--- src/rtl/tnoc_unpack_pkg.sv ---
// tnoc_unpack_pkg: shared state type, packet-type decode and counter sizing for the flit->packet unpacker
package tnoc_unpack_pkg;

    typedef enum logic [1:0] {
        S_HEADER,
        S_HDR_OUT,
        S_PAYLOAD
    } tnoc_unpack_state_e;

    localparam int PTYPE_RESPONSE_BIT = 7;

    function automatic logic is_response_ptype(input logic [7:0] ptype);
        return ptype[PTYPE_RESPONSE_BIT];
    endfunction

    // Counters index a buffer of `depth` entries; a depth of 1 still gets one bit.
    function automatic int cnt_width(input int depth);
        return (depth > 1) ? $clog2(depth) : 1;
    endfunction

endpackage

--- src/rtl/tnoc_payload_packer.sv ---
// tnoc_payload_packer: packs payload flits into one wide registered beat with a slot mask
//   clk, rst_n      clock, asynchronous active-low reset
//   in_valid        accepted payload flit (the parent only raises it on a handshake)
//   in_tail/in_data tail flag and data of that flit
//   flush           discard the partially filled accumulator
//   in_ready        a flit may be taken this cycle (only a completing flit can be blocked)
//   out_*           registered beat: valid/ready, data, contiguous slot mask, packet tail
module tnoc_payload_packer
    import tnoc_unpack_pkg::*;
#(
    parameter int FLIT_DATA_WIDTH = 256,
    parameter int PACK_FLITS      = 2
) (
    input  logic                                  clk,
    input  logic                                  rst_n,
    input  logic                                  in_valid,
    input  logic                                  in_tail,
    input  logic [FLIT_DATA_WIDTH-1:0]            in_data,
    input  logic                                  flush,
    output logic                                  in_ready,
    output logic                                  out_valid,
    input  logic                                  out_ready,
    output logic [PACK_FLITS*FLIT_DATA_WIDTH-1:0] out_data,
    output logic [PACK_FLITS-1:0]                 out_mask,
    output logic                                  out_last
);
    localparam int FDW = FLIT_DATA_WIDTH;
    localparam int PCW = cnt_width(PACK_FLITS);

    logic [PCW-1:0]            pcnt_q, pcnt_d;
    logic [PACK_FLITS*FDW-1:0] acc_q, acc_d;
    logic                      out_valid_q, out_valid_d;
    logic [PACK_FLITS*FDW-1:0] out_data_q, out_data_d;
    logic [PACK_FLITS-1:0]     out_mask_q, out_mask_d;
    logic                      out_last_q, out_last_d;
    logic                      completing;
    logic [PACK_FLITS*FDW-1:0] beat_data;
    logic [PACK_FLITS-1:0]     beat_mask;

    assign completing = (pcnt_q == PCW'(PACK_FLITS - 1)) || in_tail;
    // Non-completing flits only enter the accumulator, so they never wait on the sink.
    assign in_ready   = !completing || !out_valid_q || out_ready;

    always_comb begin
        beat_data                    = acc_q;
        beat_data[pcnt_q*FDW +: FDW] = in_data;
        for (int k = 0; k < PACK_FLITS; k++) beat_mask[k] = PCW'(k) <= pcnt_q;
        pcnt_d      = pcnt_q;
        acc_d       = acc_q;
        out_valid_d = out_valid_q && !out_ready;
        out_data_d  = out_data_q;
        out_mask_d  = out_mask_q;
        out_last_d  = out_last_q;
        if (flush) begin
            acc_d  = '0;
            pcnt_d = '0;
        end else if (in_valid && completing) begin
            // Slots above the completing flit are still zero because acc is cleared on every completion.
            out_valid_d = 1'b1;
            out_data_d  = beat_data;
            out_mask_d  = beat_mask;
            out_last_d  = in_tail;
            acc_d       = '0;
            pcnt_d      = '0;
        end else if (in_valid) begin
            acc_d  = beat_data;
            pcnt_d = pcnt_q + 1'b1;
        end
    end

    always_ff @(posedge clk or negedge rst_n) begin
        if (!rst_n) begin
            pcnt_q      <= '0;
            acc_q       <= '0;
            out_valid_q <= 1'b0;
            out_data_q  <= '0;
            out_mask_q  <= '0;
            out_last_q  <= 1'b0;
        end else begin
            pcnt_q      <= pcnt_d;
            acc_q       <= acc_d;
            out_valid_q <= out_valid_d;
            out_data_q  <= out_data_d;
            out_mask_q  <= out_mask_d;
            out_last_q  <= out_last_d;
        end
    end

    assign out_valid = out_valid_q;
    assign out_data  = out_data_q;
    assign out_mask  = out_mask_q;
    assign out_last  = out_last_q;

endmodule

--- src/rtl/tnoc_packet_unpacker_packed.sv ---
// tnoc_packet_unpacker_packed: turns a flit stream into one registered header plus packed payload beats
//   clk, rst_n                    clock, asynchronous active-low reset
//   flit_valid/ready/head/tail    input flit handshake and framing
//   flit_data                     flit payload; packet type is data[7:0] of the head flit
//   header_valid/ready            registered header handshake
//   header_data                   header flit i at [i*FDW+:FDW], unfilled slots zero
//   header_has_payload            payload beats follow this header
//   header_error                  header cut short by an early tail
//   payload_valid/ready           packed beat handshake
//   payload_data/flit_mask/last   beat contents, filled-slot mask, packet tail
//   protocol_error                one-cycle pulse on a framing error
module tnoc_packet_unpacker_packed
    import tnoc_unpack_pkg::*;
#(
    parameter int FLIT_DATA_WIDTH  = 256,
    parameter int REQ_HEADER_FLITS = 2,
    parameter int RSP_HEADER_FLITS = 1,
    parameter int MAX_HEADER_FLITS = 2,
    parameter int PACK_FLITS       = 2
) (
    input  logic                                        clk,
    input  logic                                        rst_n,
    input  logic                                        flit_valid,
    output logic                                        flit_ready,
    input  logic                                        flit_head,
    input  logic                                        flit_tail,
    input  logic [FLIT_DATA_WIDTH-1:0]                  flit_data,
    output logic                                        header_valid,
    input  logic                                        header_ready,
    output logic [MAX_HEADER_FLITS*FLIT_DATA_WIDTH-1:0] header_data,
    output logic                                        header_has_payload,
    output logic                                        header_error,
    output logic                                        payload_valid,
    input  logic                                        payload_ready,
    output logic [PACK_FLITS*FLIT_DATA_WIDTH-1:0]       payload_data,
    output logic [PACK_FLITS-1:0]                       payload_flit_mask,
    output logic                                        payload_last,
    output logic                                        protocol_error
);
    localparam int FDW = FLIT_DATA_WIDTH;
    localparam int HCW = cnt_width(MAX_HEADER_FLITS);

    tnoc_unpack_state_e              state_q, state_d;
    logic [HCW-1:0]                  hdr_cnt_q, hdr_cnt_d;
    logic [HCW-1:0]                  exp_m1_q, exp_m1_d;
    logic [MAX_HEADER_FLITS*FDW-1:0] hdr_buf_q, hdr_buf_d;
    logic                            header_valid_q, header_valid_d;
    logic                            has_payload_q, has_payload_d;
    logic                            header_error_q, header_error_d;
    logic                            protocol_error_q, protocol_error_d;
    logic [HCW-1:0]                  head_exp_m1, cur_exp_m1;
    logic                            hdr_done, hdr_path;
    logic                            pk_valid, pk_flush, pk_in_ready;

    // Header length comes from the head flit itself on slot 0, from the latched value afterwards.
    assign head_exp_m1 = is_response_ptype(flit_data[7:0]) ? HCW'(RSP_HEADER_FLITS - 1)
                                                           : HCW'(REQ_HEADER_FLITS - 1);
    assign cur_exp_m1  = (hdr_cnt_q == '0) ? head_exp_m1 : exp_m1_q;
    assign hdr_done    = (hdr_cnt_q == cur_exp_m1) || flit_tail;

    always_comb begin
        state_d          = state_q;
        hdr_cnt_d        = hdr_cnt_q;
        exp_m1_d         = exp_m1_q;
        hdr_buf_d        = hdr_buf_q;
        header_valid_d   = header_valid_q;
        has_payload_d    = has_payload_q;
        header_error_d   = header_error_q;
        protocol_error_d = 1'b0;
        flit_ready       = 1'b0;
        hdr_path         = 1'b0;
        pk_valid         = 1'b0;
        pk_flush         = 1'b0;
        unique case (state_q)
            S_HEADER: begin
                flit_ready = 1'b1;
                hdr_path   = flit_valid;
            end
            S_HDR_OUT: begin
                if (header_ready) begin
                    header_valid_d = 1'b0;
                    has_payload_d  = 1'b0;
                    header_error_d = 1'b0;
                    hdr_buf_d      = '0;
                    state_d        = header_has_payload ? S_PAYLOAD : S_HEADER;
                end
            end
            S_PAYLOAD: begin
                flit_ready = pk_in_ready;
                // A head here means the previous packet lost its tail: drop the partial beat
                // and decode this flit as a fresh header in the same cycle.
                if (flit_valid && pk_in_ready && flit_head) begin
                    protocol_error_d = 1'b1;
                    pk_flush         = 1'b1;
                    hdr_path         = 1'b1;
                end else if (flit_valid && pk_in_ready) begin
                    pk_valid = 1'b1;
                    state_d  = flit_tail ? S_HEADER : S_PAYLOAD;
                end
            end
            default: state_d = S_HEADER;
        endcase
        if (hdr_path) begin
            if (hdr_cnt_q == '0 && !flit_head) begin
                protocol_error_d = 1'b1;
            end else begin
                hdr_buf_d[hdr_cnt_q*FDW +: FDW] = flit_data;
                exp_m1_d                        = cur_exp_m1;
                if (hdr_done) begin
                    header_valid_d = 1'b1;
                    has_payload_d  = !flit_tail;
                    header_error_d = flit_tail && (hdr_cnt_q < cur_exp_m1);
                    hdr_cnt_d      = '0;
                    state_d        = S_HDR_OUT;
                end else begin
                    hdr_cnt_d = hdr_cnt_q + 1'b1;
                    state_d   = S_HEADER;
                end
            end
        end
    end

    always_ff @(posedge clk or negedge rst_n) begin
        if (!rst_n) begin
            state_q          <= S_HEADER;
            hdr_cnt_q        <= '0;
            exp_m1_q         <= '0;
            hdr_buf_q        <= '0;
            header_valid_q   <= 1'b0;
            has_payload_q    <= 1'b0;
            header_error_q   <= 1'b0;
            protocol_error_q <= 1'b0;
        end else begin
            state_q          <= state_d;
            hdr_cnt_q        <= hdr_cnt_d;
            exp_m1_q         <= exp_m1_d;
            hdr_buf_q        <= hdr_buf_d;
            header_valid_q   <= header_valid_d;
            has_payload_q    <= has_payload_d;
            header_error_q   <= header_error_d;
            protocol_error_q <= protocol_error_d;
        end
    end

    assign header_valid       = header_valid_q;
    assign header_data        = hdr_buf_q;
    assign header_has_payload = has_payload_q;
    assign header_error       = header_error_q;
    assign protocol_error     = protocol_error_q;

    tnoc_payload_packer #(
        .FLIT_DATA_WIDTH (FLIT_DATA_WIDTH),
        .PACK_FLITS      (PACK_FLITS)
    ) u_packer (
        .clk       (clk),
        .rst_n     (rst_n),
        .in_valid  (pk_valid),
        .in_tail   (flit_tail),
        .in_data   (flit_data),
        .flush     (pk_flush),
        .in_ready  (pk_in_ready),
        .out_valid (payload_valid),
        .out_ready (payload_ready),
        .out_data  (payload_data),
        .out_mask  (payload_flit_mask),
        .out_last  (payload_last)
    );

endmodule

--- config.mk ---
export PLATFORM = sky130hd
export DESIGN_NAME = tnoc_packet_unpacker_packed
export DESIGN_NICKNAME = d
export VERILOG_FILES = /design/src/rtl/tnoc_unpack_pkg.sv /design/src/rtl/tnoc_payload_packer.sv /design/src/rtl/tnoc_packet_unpacker_packed.sv
export SDC_FILE = /design/constraint.sdc
export NUM_CORES = 2
export LEC_CHECK = 0
export CAP_MARGIN = 20
export CORE_AREA = 2 2 498 500
export DETAILED_ROUTE_END_ITERATION = 10
export DIE_AREA = 0 0 500 502
export GPL_TIMING_DRIVEN = 0
export PLACE_DENSITY = 0.49
export SLEW_MARGIN = 20
export SYNTH_ARGS = -nofsm -noshare
export SYNTH_HDL_FRONTEND = slang
export SYNTH_SLANG_ARGS = --single-unit
--- constraint.sdc ---
create_clock -name clk -period 1.9 [get_ports clk]
set_input_delay 0.38 -clock clk [delete_from_list [all_inputs] [get_ports clk]]
set_output_delay 0.38 -clock clk [all_outputs]
set_load 0.01 [all_outputs]
==> results by group <==
Clock tree
  • CTS buffer count: 184
  • # clock sinks: 1,549
  • Clk root buf: clkbuf_16
  • Clock Tree Buf Depth: 3
  • H-tree levels: 4
  • Insertion delay to the later sink of the worst-skew pair: 0.85 ns
  • TritonCTS clock tree: done
  • Clk slew on worst S/H paths: 0.06 ns

Timing
  • Final Setup Violations: 2,368
  • Fin Hold WS: -0.238 ns
  • Slew Viols, Final: 0
  • Slew margin rel.: 36.5%
  • Final WS setup: -0.412 ns
  • Max Clk Rate: 0.433 GHz
  • Final Cycle Share: 122%
  • Final hold vios: 239
  • Worst-Margin Slew: 0.952 ns
  • Skew final: 0.0481 ns
  • Crit path time final: 2.31 ns
  • Setup tns final: -496.63 ns
  • Unrepaired setup endpoints after global routing: yes

Power
  • Internal Power: 84.8 mW
  • Maximum vdd drop: 0.000756 V
  • Logic pwr share: 34.8%
  • Sequential fraction of design power: 36.8%
  • Clock power share: 28.4%
  • Power per cell area: 1400 nW/um^2
  • NetSw: 44.9 mW
  • Net Sw Frac: 34.6%
  • LEAKAGE: 43.6 nW
  • Tot Pwr: 130 mW

Placed design
  • Post-DP HPWL: 213,000 um
  • Place WS: -2.02 ns
  • Inst Count DP: 10.1k
  • GPL Wtd Cong: 0.855
  • IO Port Bufs: 1,293

Drt
  • Via count: 49.3k
  • DR WL/cell: 28.0 um
  • Final WL: 298,000 um
  • DR pass1 iterations: 5
  • Vias per std cell: 4.64
  • Residual DRC: 0
  • DRT iter0 DRCs: 3,384
  • Antenna Violating Nets Remaining: 0

GRT
  • Vias in the first global route: 49.9k
  • Overflow after GRT: 0
  • Initial antenna violation count: 30
  • Largest net degree at the start of global routing: 142
  • First-pass GRT wire length: 402,000 um
  • GRT Total Usage: 22.5%

Synth
  • Synth warn: 0
  • Post-synthesis simple-gate area fraction: 10.6%
  • XOR/XNOR share of the synthesized area: 0%
  • Number of synthesized register bits: 1,549
  • Seq/Total Area, Yosys: 62.2%
  • Synth Area in Compound Gates: 10.0%
  • Mapped Area: 62,300 um^2
  • Synthesized Nets: 5,853
  • Largest family of logic cells by synthesized area: multiplexers
  • Mux cell area share after synthesis: 12.3%
  • Synth Area in Adders: 0%
  • Ys async rst share: 100%
  • Synthesized instance count: 5,590
  • Yosys cell types: 38
  • Avg Inst Size Synth: 11.2 um^2
  • Post-synth EDFFs: 0
  • Prevailing post-synth register cell: dfrtp_1

Critical path
  • Critical path startpoint: u_packer.pcnt_q
  • CP Launch Type: flop
  • R2R Setup Slk: -0.41 ns
  • Reg2Reg Depth: 11
  • CP arrival: 3.02 ns
  • Reg2reg end: header_data[137]
  • Critical path capture point: header_data[137]
  • Crit end category: flop
  • CP Max Fanout: 6
  • Critical path class: reg2reg
  • CP required: 2.60 ns
  • FF-to-FF Start: u_packer.pcnt_q

Floorplan
  • Core area: 245,000 um^2
  • Die X-Extent: 500 um
  • Ports: 1,296
  • Starting Density: 25.4%
  • Chip Height: 502 um
  • Cell row count: 182
  • Die area: 251,000 um^2

Finish
  • Layout cells sized above 1: 17.5%
  • Final #Nets: 7,515
  • # fillers: 23.9k
  • Fin cells: 10.6k
  • Area Growth Syn to Fin: 48.3%

Status
  • Failing checks: negative hold slack, negative setup slack
  • Run status: finished, violations left

Worst hold path
  • Worst Hold Class: in2async

Flow run
  • # Max-Cap Violations: 0
## critical path, stage by stage, from the launching register on
cell	delay, ns
dfrtp_2	0.46
nor2_4	0.07
buf_4	0.14
o311a_4	0.36
buf_12	0.14
buf_16	0.15
buf_12	0.16
buf_16	0.15
buf_12	0.16
clkbuf_16	0.16
nand2_1	0.06
o21ai_0	0.07
## timing repair
item / in CTS / in global routing
endpoints found under the hold margin: 289 / 284
cloned: 41 / 51
endpoints found under the setup margin: 3180 / 3189
pin swaps: 38 / 128
hold buffers: 2 / 6
setup buffers: 58 / 15
gates resized for setup: 819 / 839
## synth_stat cells (3+ instances only)
master | number | area, um^2
dfrtp_1 | 1549 | 38800
nand2_1 | 1290 | 4840
mux2i_1 | 768 | 7690
o21ai_1 | 507 | 2540
nor2b_1 | 259 | 1620
o21ai_0 | 259 | 1300
a22o_1 | 257 | 2250
inv_1 | 257 | 965
clkbuf_1 | 244 | 916
buf_2 | 94 | 470
buf_6 | 58 | 653
nor2_1 | 6 | 22.5
o21ai_2 | 5 | 43.8
buf_4 | 4 | 30.0
buf_1 | 3 | 11.3
nor3_1 | 3 | 15.0
## metal layers
metal,vias up,wire length (um),part of all wire (%),GRT usage [%]
met5,-,38,0.013,0
met4,6,10500,3.5,7.84
met3,364,26000,8.7,7.96
met2,1715,138000,46,36.0
met1,25100,123000,41,28.1
li1,22100,-,-,-
## cell usage in the layout (no fill, tap or decap), drive strengths merged, types with 3 or more instances in the layout
cell	netlist	final
clkdlybuf4s50	0	1095
o21ai	771	771
dlygate4sd3	0	3
clkinv	0	37
clkinvlp	0	8
buf	159	351
dlygate4sd2	0	86
nor2	7	7
dfrtp	1549	1549
nor2b	259	259
clkdlybuf4s15	0	20
bufinv	0	14
inv	258	265
nand2	1290	1290
clkbuf	244	587
bufbuf	0	5
diode	0	12
nor3	3	3
a22o	257	257
mux2i	768	768
## power by group through the flow
stage,combinational [mW],sequential [mW],clock (mW)
detailed placement,43.3,47.7,0
global placement,42.5,47.9,0
floorplan,14.7,49.9,0
finish,45.1,47.7,36.9
CTS,44.8,47.4,37.8
global route,48.1,48.7,39.2
## cell families after synthesis
group                  Yosys count
multiplexers                   769
flip-flops                    1549
AND/OR/NAND/NOR               1569
buffers and inverters          661
AO/OA/AOI/OAI                 1042
## worst min path at each step
stage                               startpoint                     end
final                                    rst_n  u_packer.out_data[147]
after CTS                                rst_n  u_packer.out_data[143]
after detailed placement                 rst_n     u_packer.acc_q[141]
after global routing                     rst_n  u_packer.out_data[147]
after floorplan                          rst_n               async pin
after global placement    u_packer.out_mask[0]    u_packer.out_mask[0]
## registers in the layout (all words and copies together) (netlist names), 2 cells and up, named ones only
signal             flops
header_data          512
state_q                2
u_packer.acc_q       512
u_packer.out_mask      2
u_packer.out_data    512
## area by class of cell
| cell class | instances | area [um^2] | share of cell area (%) |
|---|---|---|---|
| flip-flops and latches | 1549 | 38800 | 41.9 |
| multi-input cells | 3380 | 22100 | 23.9 |
| repair buffers | 1482 | 16400 | 17.8 |
| clock buffers | 268 | 5370 | 5.81 |
| well taps | 3220 | 4030 | 4.36 |
| plain buffers | 397 | 3890 | 4.21 |
| inverters | 258 | 968 | 1.05 |
| clock inverters | 66 | 912 | 0.986 |
| diodes | 12 | 30.0 | 0.0325 |
## metrics by stage
stage,hold WS [ns],utilization [%],instance area [um^2]
2_1_floorplan,0.0844,-,62300
3_3_place_gp,0.453,32.3,79300
3_5_place_dp,0.265,32.6,79900
4_1_cts,-0.686,36.5,89600
5_1_grt,-0.243,37.7,92500
6_report,-0.238,37.7,92500
(Power assumes the default switching activity.)
